--- src/rtl/axi_pkg.sv ---
// Shared AXI4 read-side constants and the burst generator state type.
package axi_pkg;

  localparam logic [1:0] AXI_BURST_INCR = 2'b01;
  localparam logic [2:0] AXI_SIZE_8B    = 3'd3;
  localparam logic [3:0] AXI_CACHE_DEF  = 4'b0011;
  localparam logic [1:0] AXI_RESP_OKAY  = 2'b00;

  typedef enum logic [1:0] {
    S_IDLE,
    S_ISSUE,
    S_DRAIN
  } rd_state_t;

endpackage

--- src/rtl/axi_skid_buf.sv ---
// Two-entry registered valid/ready buffer; both in_ready and the output side come from flops.
module axi_skid_buf #(
  parameter int W = 65
) (
  input  logic         clk,
  input  logic         reset,
  input  logic         in_valid,
  output logic         in_ready,
  input  logic [W-1:0] in_data,
  output logic         out_valid,
  input  logic         out_ready,
  output logic [W-1:0] out_data
);

  logic         skid_valid;
  logic [W-1:0] skid_data;
  logic         in_hs;

  assign in_hs = in_valid && in_ready;

  always_ff @(posedge clk or negedge reset) begin
    if (!reset) begin
      in_ready   <= 1'b0;
      out_valid  <= 1'b0;
      out_data   <= '0;
      skid_valid <= 1'b0;
      skid_data  <= '0;
    end else begin
      if (!out_valid || out_ready) begin
        if (skid_valid) begin
          out_valid  <= 1'b1;
          out_data   <= skid_data;
          skid_valid <= 1'b0;
        end else begin
          out_valid <= in_hs;
          if (in_hs) out_data <= in_data;
        end
        in_ready <= 1'b1;
      end else if (in_hs) begin
        // output stalled: park the beat and stop accepting until it drains
        skid_valid <= 1'b1;
        skid_data  <= in_data;
        in_ready   <= 1'b0;
      end else begin
        in_ready <= !skid_valid;
      end
    end
  end

endmodule

--- src/rtl/axi_rd_burst_gen.sv ---
// Splits a (base, byte count) read command into 4 KB-safe AXI4 INCR bursts of 64-bit
// beats and streams the returned data out with a last-beat marker.
//
//   state   | meaning
//   S_IDLE  | waiting for a command, cmd_ready high
//   S_ISSUE | issuing AR bursts until every beat has been requested
//   S_DRAIN | all ARs issued, waiting for the last beat to leave the output
module axi_rd_burst_gen
  import axi_pkg::*;
#(
  parameter int          MAX_BURST = 16,
  parameter int          MAX_OUTST = 4,
  parameter logic [5:0]  ID        = 6'd0
) (
  input  logic        clk,
  input  logic        reset,
  input  logic        cmd_valid,
  output logic        cmd_ready,
  input  logic [31:0] cmd_addr,
  input  logic [31:0] cmd_bytes,
  output logic        mem_ARVALID,
  input  logic        mem_ARREADY,
  output logic [31:0] mem_ARADDR,
  output logic [7:0]  mem_ARLEN,
  output logic [2:0]  mem_ARSIZE,
  output logic [1:0]  mem_ARBURST,
  output logic [5:0]  mem_ARID,
  output logic        mem_ARLOCK,
  output logic [3:0]  mem_ARCACHE,
  output logic [2:0]  mem_ARPROT,
  output logic [3:0]  mem_ARQOS,
  input  logic        mem_RVALID,
  input  logic [63:0] mem_RDATA,
  input  logic [5:0]  mem_RID,
  input  logic        mem_RLAST,
  input  logic [1:0]  mem_RRESP,
  output logic        mem_RREADY,
  output logic        out_valid,
  output logic [63:0] out_data,
  output logic        out_last,
  input  logic        out_ready,
  output logic        done,
  output logic        err
);

  localparam int OW = $clog2(MAX_OUTST + 1);

  rd_state_t     state;
  logic [31:0]   addr;
  logic [28:0]   beats, beats_left, rcv;
  logic [OW-1:0] outstanding;
  logic          err_flag;
  logic [28:0]   cmd_beats;
  logic [9:0]    bnd, len;
  logic          ar_hs, r_hs, rlast_hs, r_last_flag;
  logic [64:0]   buf_out;
  logic          unused_sigs;

  assign cmd_beats = cmd_bytes[31:3] + 29'(|cmd_bytes[2:0]);

  // bnd = beats left before the next 4 KB page, 1..512
  always_comb begin
    bnd = 10'd512 - {1'b0, addr[11:3]};
    len = 10'(MAX_BURST);
    if (beats_left < 29'(len)) len = beats_left[9:0];
    if (bnd < len) len = bnd;
  end

  assign mem_ARVALID = (state == S_ISSUE) && (outstanding < OW'(MAX_OUTST));
  assign mem_ARADDR  = addr;
  assign mem_ARLEN   = 8'(len - 10'd1);
  assign mem_ARSIZE  = AXI_SIZE_8B;
  assign mem_ARBURST = AXI_BURST_INCR;
  assign mem_ARID    = ID;
  assign mem_ARLOCK  = 1'b0;
  assign mem_ARCACHE = AXI_CACHE_DEF;
  assign mem_ARPROT  = 3'b000;
  assign mem_ARQOS   = 4'b0000;

  assign ar_hs       = mem_ARVALID && mem_ARREADY;
  assign r_hs        = mem_RVALID && mem_RREADY;
  assign rlast_hs    = r_hs && mem_RLAST;
  assign r_last_flag = (rcv == beats - 29'd1);
  assign unused_sigs = ^{cmd_addr[2:0], mem_RID};

  axi_skid_buf #(.W(65)) u_skid (
    .clk       (clk),
    .reset     (reset),
    .in_valid  (mem_RVALID),
    .in_ready  (mem_RREADY),
    .in_data   ({r_last_flag, mem_RDATA}),
    .out_valid (out_valid),
    .out_ready (out_ready),
    .out_data  (buf_out)
  );

  assign out_last = buf_out[64];
  assign out_data = buf_out[63:0];

  always_ff @(posedge clk or negedge reset) begin
    if (!reset) begin
      state       <= S_IDLE;
      cmd_ready   <= 1'b0;
      done        <= 1'b0;
      err         <= 1'b0;
      addr        <= '0;
      beats       <= '0;
      beats_left  <= '0;
      rcv         <= '0;
      outstanding <= '0;
      err_flag    <= 1'b0;
    end else begin
      done <= 1'b0;
      err  <= 1'b0;
      if (r_hs) begin
        rcv <= rcv + 29'd1;
        if (mem_RRESP != AXI_RESP_OKAY) err_flag <= 1'b1;
      end
      if (ar_hs && !rlast_hs)      outstanding <= outstanding + OW'(1);
      else if (!ar_hs && rlast_hs) outstanding <= outstanding - OW'(1);
      case (state)
        S_IDLE: begin
          cmd_ready <= 1'b1;
          if (cmd_valid && cmd_ready) begin
            addr       <= {cmd_addr[31:3], 3'b000};
            beats      <= cmd_beats;
            beats_left <= cmd_beats;
            rcv        <= '0;
            err_flag   <= 1'b0;
            if (cmd_beats == '0) begin
              done <= 1'b1;
            end else begin
              state     <= S_ISSUE;
              cmd_ready <= 1'b0;
            end
          end
        end
        S_ISSUE: begin
          if (ar_hs) begin
            addr       <= addr + {19'd0, len, 3'd0};
            beats_left <= beats_left - 29'(len);
            if (beats_left == 29'(len)) state <= S_DRAIN;
          end
        end
        S_DRAIN: begin
          if (out_valid && out_ready && out_last) begin
            done      <= 1'b1;
            err       <= err_flag;
            state     <= S_IDLE;
            cmd_ready <= 1'b1;
          end
        end
        default: state <= S_IDLE;
      endcase
    end
  end

endmodule

--- config.mk ---
export PLATFORM = sky130hd
export DESIGN_NAME = axi_rd_burst_gen
export DESIGN_NICKNAME = d
export VERILOG_FILES = /design/src/rtl/axi_pkg.sv /design/src/rtl/axi_skid_buf.sv /design/src/rtl/axi_rd_burst_gen.sv
export SDC_FILE = /design/constraint.sdc
export NUM_CORES = 1
export LEC_CHECK = 0
export BUFFER_PORTS_ARGS = -buffer_cell sky130_fd_sc_hd__buf_4
export CORE_ASPECT_RATIO = 2
export CORE_MARGIN = 1
export CORE_UTILIZATION = 40
export CTS_BUF_LIST = sky130_fd_sc_hd__clkbuf_8 sky130_fd_sc_hd__clkbuf_16
export CTS_CLUSTER_DIAMETER = 200
export DETAILED_ROUTE_END_ITERATION = 8
export PLACE_DENSITY = 0.56
export SYNTH_ARGS = -nofsm -noshare
export SYNTH_HDL_FRONTEND = slang
export SYNTH_SLANG_ARGS = --single-unit
--- constraint.sdc ---
create_clock -name clk -period 19.38 [get_ports clk]
set_input_delay 0 -clock clk [delete_from_list [all_inputs] [get_ports clk]]
set_output_delay 0 -clock clk [all_outputs]
set_load 0.02 [all_outputs]
==> metrics.txt, run 1 <==
Cell variety after synth=88; Pleak=slightly above 8 nW; IR Drop Worst-Case VDD=~0.10 mV; top cells by area in the synthesized netlist=dfrtp_1 42%, a21oi_1 4.9%, mux2_2 4.8%; source-to-sink clock delay at the later pin of the worst-skew pair=0.55 ns; Die X-Extent=around 140 um; Layout Skew=0.0101 ns; via density per instance=roughly 5.5; final critical-path required period=around 7.6 ns; CTS tree=done; layout cells sized above 1=0.196; post-placement cell area=about 0.018 mm2; xor and xnor area share after synthesis=0.0717; global-route wire length before repair=just under 80000 um; critical hold path startpoint=cmd_valid; initial standard-cell utilization of the core=0.406; pin count of the biggest net entering global routing=97; CTS buffer count=25; actual slew at the worst max-slew pin=around 1.1 ns; number of slew-limit violations in the final report=0; Worst Reg2Reg Path Length in Cells=25; final-stage net count=about 2200; io pins=roughly 280; number of nets with antenna violations after routing=0; total clock sinks=between 200 and 300; number of antenna violations at the first check in global routing=1; Core Footprint=about 0.038 mm2; fraction of synthesized area in multiplexers=0.0956; proportion of netlist area held by the largest area contributor=0.418; die boundary height=between 200 and 300 um; startpoint types=register; share of the synthesized area in compound gates (AO/OA/AOI/OAI)=0.149; number of max-capacitance violations reported=0; clock root buffer=clkbuf_16; Setup Fix Bufs, Post-CTS=0; capture instance of the worst register-to-register path=mem_ARADDR[27]; wire length after detailed routing=approximately 50000 um; source of the worst register-to-register timing path=mem_ARADDR[9]; relative max-transition margin=0.234; count of input and output buffers=241; total area of sequential cells=around 0.0065 mm2; Min-Delay Endpoint=mem_ARADDR[16]; FF+latch count, synth=258; total number of placement rows=a little over 100; cell type with the largest total area after synthesis=dfrtp_1; type of destination of the critical path=register; result of the run=complete, no violations; Reg2Reg Setup Slack=around 12 ns; maximum frequency from static timing analysis=0.132 GHz; Detailed Routing Iterations Pass 1=5; final worst path period share=0.390; via count of the first global-routing pass=roughly 14000; share of the yosys chip area belonging to registers=0.418; routed via count=14000; Finished Cell Area=between 0.015 and 0.02 mm2; simple-gate share of the synthesized area=0.192; commonest cells in the netlist=258 x dfrtp_1, 194 x nor2_1, 151 x a21oi_1; worst-path maximum fanout=15; EDFF count, synth=0; worst hold path type=in -> reg; signal arrival time at the worst endpoint=between 8 and 9 ns; DP Wirelength=roughly 37000 um; remaining routing DRC violations=0; RSZ-0062 raised after global routing=false; area of the multi-input gates=around 0.0084 mm2; die area=approximately 0.039 mm2; Final TNS setup=0 ns; number of stages on the worst hold path=4; Routed WL per cell=19.8 um; synthesis warning total=0; count of filler cells inserted in the layout=roughly 3600; Overall Global Routing Usage=0.258; required time at the worst-slack endpoint=about 20 ns; DRC marker count from the first detailed-route iteration=roughly 770; Reg clk slew, reported paths=about 0.07 ns; total power per unit cell area=150 mW/mm2; adder-cell share of the synthesized area=0.0249; area added between synthesis and finish=27.9%; CTS H-tree lvls=1; global route overflow=0; cell with the most instances after synthesis=dfrtp_1; Routability Congestion=about 0.95; largest family of logic cells by synthesized area=simple AND/OR/NAND/NOR gates; Post-synth top flop=dfrtp_1; area of the mapped netlist=0.0155 mm2; minimum hold slack=approximately 0.021 ns; Mapped Cells=1692; average footprint of a synthesized cell=just over 9 um2; post-synthesis async set-or-reset flop share=1.00; clock tree buffer depth=3; placed instance count=around 2400; final setup violation count=0; non-filler instance count after layout=roughly 2600; Final Hold Fails=0; worst setup path class=reg -> reg
## metrics by stage
stage	power (mW)	setup slack (ns)	utilization
finish	2.98	11.82	0.520
detailed placement	2.47	11.92	0.464
floorplan	1.93	12.96	-
global route	3.19	11.40	0.520
CTS	2.99	11.87	0.520
global placement	2.44	11.93	0.464
## where the power goes
part           internal [mW]  switching, mW
registers              0.716          0.207
clock network          0.260          0.228
logic                  0.638          0.926
## how the worst max path moves through the flow
stage / start / to / slack [ns] / depth (start not counted)
after floorplan: mem_ARADDR[7] / mem_ARADDR[27] / 12.96 / 26
after global placement: mem_ARADDR[9] / mem_ARADDR[27] / 11.93 / 25
after detailed placement: mem_ARADDR[9] / mem_ARADDR[27] / 11.92 / 25
after CTS: mem_ARADDR[9] / mem_ARADDR[27] / 11.87 / 25
after global routing: mem_ARADDR[9] / mem_ARADDR[27] / 11.40 / 25
final: mem_ARADDR[9] / mem_ARADDR[27] / 11.82 / 25
## state kept, by name (all words and copies together), names as in the netlist
name	cells
cmd_ready	1
u_skid.in_ready	1
rcv	29
state	2
u_skid.out_data	65
err	1
done	1
u_skid.skid_data	65
beats	29
u_skid.skid_valid	1
mem_ARADDR	29
outstanding	3
u_skid.out_valid	1
beats_left	29
err_flag	1
## critical path, stage by stage, from the launching register on
cell and delay (ns):
dfrtp_1 0.52, or4_1 0.63, o21ai_0 0.23, nand2_1 0.20
inv_1 0.26, ha_1 0.32, a41o_1 0.25, a221oi_1 0.58
o31a_1 0.57, o21ai_1 0.13, buf_4 0.19, nor2_1 0.08
buf_4 0.24, a21oi_1 0.15, inv_1 0.20, ha_1 0.20
inv_1 0.05, fa_1 0.39, nor2b_1 0.16, nor2_1 0.06
maj3_1 0.44, a32oi_1 0.48, a32o_1 0.29, nand3_1 0.25
or4_1 0.49, nand3_1 0.10
## metal layers
layer | wire length, um | vias up | GRT usage
met5 | 0 | - | 0
li1 | - | 6682 | -
met3 | 1720 | 160 | 0.0263
met2 | 27700 | 396 | 0.500
met4 | 4060 | 0 | 0.193
met1 | 17200 | 6740 | 0.247
## layout make-up
type / count / area share
Clock buffer: 27 / 0.0330
Clock inverter: 18 / 0.00709
Tap cell: 515 / 0.0326
Timing Repair Buffer: 392 / 0.166
Sequential cell: 258 / 0.327
Inverter: 50 / 0.00949
Antenna cell: 1 / 0.000127
Multi-Input combinational cell: 1297 / 0.425
## cell families after synthesis
| logic type | count (synthesis) |
|---|---|
| adders and majority gates | 30 |
| muxes | 139 |
| other | 2 |
| DFF | 258 |
| xor gates and xnor gates | 125 |
| buffers and inverters | 166 |
| AOI/OAI and AO/OA | 367 |
| and+or+nand+nor | 605 |
## placed cells by master (no fill, tap or decap), types with 20 or more instances in the layout
cell / count
clkbuf_16: 25
a21oi_1: 151
mux2_2: 66
o21ai_0: 57
and3_1: 20
nand4_1: 28
conb_1: 31
ha_1: 26
mux2i_1: 72
dfrtp_1: 257
nor2_1: 192
nand3_1: 52
nand2_1: 132
dlygate4sd3_1: 133
xor2_1: 43
buf_4: 258
nor4_1: 25
xnor2_1: 81
nor3_1: 48
inv_1: 50
## timing repair
item,in CTS,in global routing
endpoints found under the hold margin,265,0
resized for setup,0,0
hold buffers,133,0
Power figures use the tool's default switching activity.
==> run 2, diff against run 1 <==
--- a/config.mk
+++ b/config.mk
@@ -5,6 +5,7 @@
 export SDC_FILE = /design/constraint.sdc
 export NUM_CORES = 1
 export LEC_CHECK = 0
+export ABC_AREA = 1
 export BUFFER_PORTS_ARGS = -buffer_cell sky130_fd_sc_hd__buf_4
 export CORE_ASPECT_RATIO = 2
 export CORE_MARGIN = 1
@@ -12,7 +13,7 @@
 export CTS_BUF_LIST = sky130_fd_sc_hd__clkbuf_8 sky130_fd_sc_hd__clkbuf_16
 export CTS_CLUSTER_DIAMETER = 200
 export DETAILED_ROUTE_END_ITERATION = 8
-export PLACE_DENSITY = 0.56
+export PLACE_DENSITY = 0.58
 export SYNTH_ARGS = -nofsm -noshare
 export SYNTH_HDL_FRONTEND = slang
 export SYNTH_SLANG_ARGS = --single-unit
==> constraint.sdc (replaced) <==
create_clock -name clk -period 6.41 [get_ports clk]
set_input_delay 0 -clock clk [delete_from_list [all_inputs] [get_ports clk]]
set_output_delay 0 -clock clk [all_outputs]
set_load 0.02 [all_outputs]
==> metrics.txt, run 2 <==
final-stage net count=between 2000 and 3000; number of antenna violations at the first check in global routing=1; initial standard-cell utilization of the core=0.404; result of the run=finished, violations left; Overall Global Routing Usage=0.258; DRC marker count from the first detailed-route iteration=628; remaining routing DRC violations=0; synthesis warning total=0; highest-count cells in the layout ignoring fill and taps=529 x nand2_1, 283 x nor2_1, 257 x dfrtp_1, 252 x buf_4, 220 x inv_1; Routability Congestion=between 0.9 and 1; Cell variety after synth=between 50 and 60; violations in the final reports=negative hold slack; average footprint of a synthesized cell=around 7.5 um2; Core Footprint=0.0401 mm2; via density per instance=5.06; top cells by area in the synthesized netlist=dfrtp_1 40%, nand2_1 12%, nor2_1 6.6%; maximum single-stage delay on the critical path=~0.4 ns; maximum frequency from static timing analysis=a little under 0.2 GHz; DP Wirelength=slightly below 40000 um; CTS tree=done; n_diodes=0; type of destination of the critical path=register; required time at the worst-slack endpoint=between 6 and 7 ns; Final TNS setup=0 ns; leading registers by flop count=u_skid.out_data: 65 flops, u_skid.skid_data: 65 flops; clock root buffer=clkbuf_16; minimum hold slack=-0.0301 ns; area of the mapped netlist=0.0162 mm2; count of input and output buffers=241; Pleak=around 10 nW; final setup violation count=0; total clock sinks=between 200 and 300; io pins=around 280; share of the yosys chip area belonging to registers=0.398; EDFF count, synth=0; routed via count=~15000; die boundary height=about 290 um; clock tree buffer depth=3; Reg clk slew, reported paths=0.07 ns; Final Hold Fails=2; area added between synthesis and finish=27.3%; pin count of the biggest net entering global routing=150; number of nets with antenna violations after routing=0; number of slew-limit violations in the final report=0; Power Total=about 8.3 mW; cell with the most instances after synthesis=nand2_1; total number of placement rows=approximately 100; FF+latch count, synth=258; worst hold path type=in -> reg; Layout Skew=about 0.018 ns; worst-path maximum fanout=9; Die X-Extent=approximately 140 um; most frequent standard cell in the layout excluding fill and tap cells=nand2_1; relative max-transition margin=0.341; Detailed Routing Iterations Pass 1=5; layout cells sized above 1=0.177; RSZ-0062 raised after global routing=false; commonest cells in the netlist=530 x nand2_1, 285 x nor2_1, 258 x dfrtp_1; signal arrival time at the worst endpoint=between 5 and 6 ns; Mapped Cells=~2200; worst setup path class=reg -> reg; die area=between 0.04 and 0.05 mm2; via count of the first global-routing pass=approximately 16000; Post-synth top flop=dfrtp_1; count of instances resized after the clock tree is built=0; count of filler cells inserted in the layout=about 4000; total power per unit cell area=402 mW/mm2; post-synthesis async set-or-reset flop share=1.00; number of max-capacitance violations reported=0; actual slew at the worst max-slew pin=~0.99 ns; cell type with the largest total area after synthesis=dfrtp_1; CTS buffer count=27; dominant cell type by count on the critical path=nand2_1; final critical-path required period=between 5 and 6 ns; wire length after detailed routing=between 50000 and 60000 um; CTS H-tree lvls=1; startpoint types=register; global route overflow=0; IR Drop Worst-Case VDD=approximately 0.24 mV; global-route wire length before repair=around 82000 um; Routed WL per cell=around 17 um; master of the slowest instance on the critical path=dfrtp_1; source-to-sink clock delay at the later pin of the worst-skew pair=between 0.5 and 0.6 ns; final worst path period share=0.790; proportion of netlist area held by the largest area contributor=0.398
run 2: cell count changes after synthesis, moves of 32 or more:
cell     delta
nand2_1   +397
nand2_2    +32
mux2i_1    -72
xnor2_1    -50
a31oi_1    +50
xor2_1     +38
nand3_1    +67
nor2_1     +91
inv_1     +169
a21oi_1   -106
run 2: cell families after synthesis:
family	Yosys count	share of synthesized area
xor+xnor	112	0.0605
buf+inv	318	0.0809
simple gates	1126	0.304
other cells	2	0.000463
flops	258	0.398
compound gates	244	0.0879
fa+ha+maj	28	0.0225
mux	65	0.0452
run 2: layout make-up:
| class | count | area [um2] | share of cell area |
|---|---|---|---|
| flip-flops and latches | 258 | 6460 | 0.313 |
| inverters | 224 | 842 | 0.0408 |
| repair buffers | 387 | 3260 | 0.158 |
| multi-input cells | 1606 | 8570 | 0.415 |
| clock inverters | 18 | 129 | 0.00625 |
| clock buffers | 30 | 717 | 0.0347 |
| well taps | 530 | 663 | 0.0321 |
run 2: through the flow:
| step | instances | area, um2 | worst slack, ns | hold WS, ns | utilization |
|---|---|---|---|---|---|
| 2_1_floorplan | 2182 | 16300 | 1.83 | -0.296 | - |
| 3_3_place_gp | 2872 | 18500 | 1.38 | 0.160 | 0.460 |
| 3_5_place_dp | 2872 | 18500 | 1.35 | 0.160 | 0.460 |
| 4_1_cts | 3053 | 20600 | 1.33 | 0.00158 | 0.515 |
| 5_1_grt | 3053 | 20600 | 0.870 | 0.0336 | 0.515 |
| 6_report | 3053 | 20600 | 1.35 | -0.0301 | 0.515 |
run 2: path summary, 6_finish.rpt:
path / cells past startpoint / start / to / slack (ns)
max: 32 / mem_ARADDR[4] / mem_ARADDR[29] / 1.35
min: 4 / mem_RVALID / rcv[1] / -0.03
max reg2reg: 32 / mem_ARADDR[4] / mem_ARADDR[29] / 1.35
min reg2reg: 1 / outstanding[2] / outstanding[2] / 0.47
max in group asynchronous: 3 / reset / u_skid.out_valid / 4.84
min in group asynchronous: 2 / reset / mem_ARADDR[4] / 0.10
run 2: worst max-delay path: cells and delay by family (launching register included):
kind | cells | cell delay [ns]
and+or+nand+nor | 18 | 2.21
DFF | 1 | 0.40
xor gates and xnor gates | 1 | 0.36
buffers and inverters | 6 | 0.69
AOI/OAI and AO/OA | 4 | 0.38
adders and majority gates | 3 | 0.85
run 2: per-layer routing:
| metal | vias up | track usage | share of wire |
|---|---|---|---|
| li1 | 7656 | - | - |
| met1 | 7198 | 0.241 | 0.34 |
| met2 | 424 | 0.501 | 0.55 |
| met3 | 169 | 0.0367 | 0.042 |
| met4 | 2 | 0.169 | 0.071 |
| met5 | - | 0 | 0.00029 |
run 2: what timing repair did:
action                                 in CTS  in global routing
hold buffers                              133                  0
endpoints found under the hold margin     316                  0
buffers inserted                            0                  0
run 2: power breakdown:
group	switching (mW)	total [mW]	internal, mW
logic	2.74	4.32	1.58
clock network	0.716	1.56	0.844
registers	0.348	2.42	2.07
==> run 3, diff against run 2 <==
--- a/config.mk
+++ b/config.mk
@@ -13,7 +13,7 @@
 export CTS_BUF_LIST = sky130_fd_sc_hd__clkbuf_8 sky130_fd_sc_hd__clkbuf_16
 export CTS_CLUSTER_DIAMETER = 200
 export DETAILED_ROUTE_END_ITERATION = 8
-export PLACE_DENSITY = 0.58
+export PLACE_DENSITY = 0.56
 export SYNTH_ARGS = -nofsm -noshare
 export SYNTH_HDL_FRONTEND = slang
 export SYNTH_SLANG_ARGS = --single-unit
==> constraint.sdc (replaced) <==
create_clock -name clk -period 4.7 [get_ports clk]
set_input_delay 0 -clock clk [delete_from_list [all_inputs] [get_ports clk]]
set_output_delay 0 -clock clk [all_outputs]
set_load 0.02 [all_outputs]
==> metrics.txt, run 3 (synthesis results as in run 2) <==
total met2 wirelength after detailed routing=29500 um; Routed WL per cell=around 17 um; dominant cell type by count on the critical path=nand2_1; number of max-capacitance violations reported=0; io pins=277; die area=between 0.04 and 0.05 mm2; via count of the first global-routing pass=15900; remaining routing DRC violations=0; clock root buffer=clkbuf_16; area added between synthesis and finish=29.8%; count of input and output buffers=around 240; worst-path maximum fanout=4; number of antenna violations at the first check in global routing=0; relative max-transition margin=0.432; worst hold path type=in -> reg; source-to-sink clock delay at the later pin of the worst-skew pair=0.56 ns; critical hold path startpoint=cmd_bytes[26]; initial standard-cell utilization of the core=0.404; placed instance count=between 2000 and 3000; Min-Delay Endpoint=beats[23]; detailed route wirelength on metal3=about 2000 um; Worst Reg2Reg Path Length in Cells=31; final worst path period share=0.922; required time at the worst-slack endpoint=about 5.1 ns; maximum single-stage delay on the critical path=a little over 0.4 ns; Overall Global Routing Usage=0.262; Routability Congestion=0.970; Layout Skew=approximately 0.013 ns; DRT met1 WL=between 15000 and 20000 um; maximum frequency from static timing analysis=around 0.23 GHz; Die X-Extent=approximately 140 um; pin count of the biggest net entering global routing=about 130; signal arrival time at the worst endpoint=roughly 4.8 ns; wire length after detailed routing=~54000 um; die boundary height=287 um; layout cells sized above 1=0.196; worst setup slack after placement=0.181 ns; capture instance of the worst register-to-register path=mem_ARADDR[21]; IR Drop Worst-Case VDD=roughly 0.32 mV; source of the worst register-to-register timing path=mem_ARADDR[4]; final-stage net count=~2700; n_diodes=0; global route overflow=0; RSZ-0062 raised after global routing=true; final critical-path required period=approximately 4.3 ns; post-placement cell area=0.0187 mm2; DR top layer=met4; leading registers by flop count=u_skid.out_data: 65 flops, u_skid.skid_data: 65 flops; type of destination of the critical path=register; Reg clk slew, reported paths=about 0.07 ns; actual slew at the worst max-slew pin=about 0.85 ns; minimum hold slack=~0.025 ns; most frequent standard cell in the layout excluding fill and tap cells=nand2_1; Core Footprint=about 0.04 mm2; routed via count=between 15000 and 20000; number of stages on the worst hold path=5; total number of placement rows=104; Pleak=between 10 and 15 nW; startpoint types=register; CTS buffer count=27; Finished Cell Area=0.0210 mm2; worst setup path class=reg -> reg; CTS tree=done; result of the run=complete, no violations; DRC marker count from the first detailed-route iteration=~620; total power per unit cell area=between 500 and 600 mW/mm2; Detailed Routing Iterations Pass 1=5; post-route setup slack=0.365 ns; DP Wirelength=40400 um; non-filler instance count after layout=roughly 3000; Final Hold Fails=0; number of nets with antenna violations after routing=0; clock tree buffer depth=3; via density per instance=about 5; Reg2Reg Setup Slack=about 0.36 ns; number of slew-limit violations in the final report=0; highest-count cells in the layout ignoring fill and taps=527 x nand2_1, 288 x buf_4, 278 x nor2_1, 255 x dfrtp_1, 217 x inv_1; total clock sinks=258; final setup violation count=0; CTS H-tree lvls=1; Final TNS setup=0 ns; global-route wire length before repair=roughly 83000 um; master of the slowest instance on the critical path=dfrtp_1
## run 3: cell types whose count changed in the layout (fill, tap and decap cells not counted), moves of 3 or more
cell	before	now
nand3_1	119	115
nor2_2	10	14
inv_1	220	217
nand3_2	10	14
buf_4	252	288
clkbuf_8	3	7
nor2_1	283	278
## run 3: layer usage
metal  track usage  vias to the layer above
li1              -                     7718
met1         0.239                     7354
met2         0.508                      403
met3        0.0337                      164
met4         0.196                        0
met5             0                        -
## run 3: how the worst max path moves through the flow
stage	startpoint	endpoint	cells after the start
global route	beats_left[16]	mem_ARADDR[30]	32
floorplan	mem_ARADDR[4]	mem_ARADDR[21]	30
detailed placement	mem_ARADDR[4]	mem_ARADDR[13]	31
finish	mem_ARADDR[4]	mem_ARADDR[21]	31
global placement	mem_ARADDR[4]	mem_ARADDR[13]	31
CTS	mem_ARADDR[4]	mem_ARADDR[13]	31
## run 3: final cells by class
type | count | area (um2)
Clock inverter | 15 | 135
Fill cell | 3908 | 19000
Timing Repair Buffer | 424 | 3540
Sequential cell | 258 | 6460
Tap cell | 530 | 663
Multi-Input combinational cell | 1606 | 8620
Clock buffer | 34 | 772
Inverter | 224 | 842
## run 3: worst max-delay path, delay by kind of cell, from the launching register on
family,cells,cell delay [ns]
buffers and inverters,5,0.43
adder cells (fa/ha/maj),4,1.05
AND/OR/NAND/NOR,17,1.84
XOR/XNOR,1,0.17
AO/OA/AOI/OAI,4,0.30
flip-flops,1,0.41
## run 3: power by group
| part | internal (mW) | total (mW) | switching (mW) | leakage, nW |
|---|---|---|---|---|
| sequential | 2.82 | 3.28 | 0.459 | 3.05 |
| combinational | 2.36 | 6.32 | 3.96 | 6.68 |
| clock | 1.27 | 2.23 | 0.958 | 0.463 |
## run 3: what timing repair did
item | CTS | global route
endpoints found under the setup margin | 0 | 35
hold endpoints to repair | 292 | 0
gates resized for setup | 0 | 19
setup buffers | 0 | 5
hold buffers | 134 | 0
## run 3: through the flow
stage	utilization	power (mW)
floorplan	-	7.16
global placement	0.466	9.32
detailed placement	0.466	9.42
CTS	0.522	11.8
global route	0.525	12.7
finish	0.525	11.8
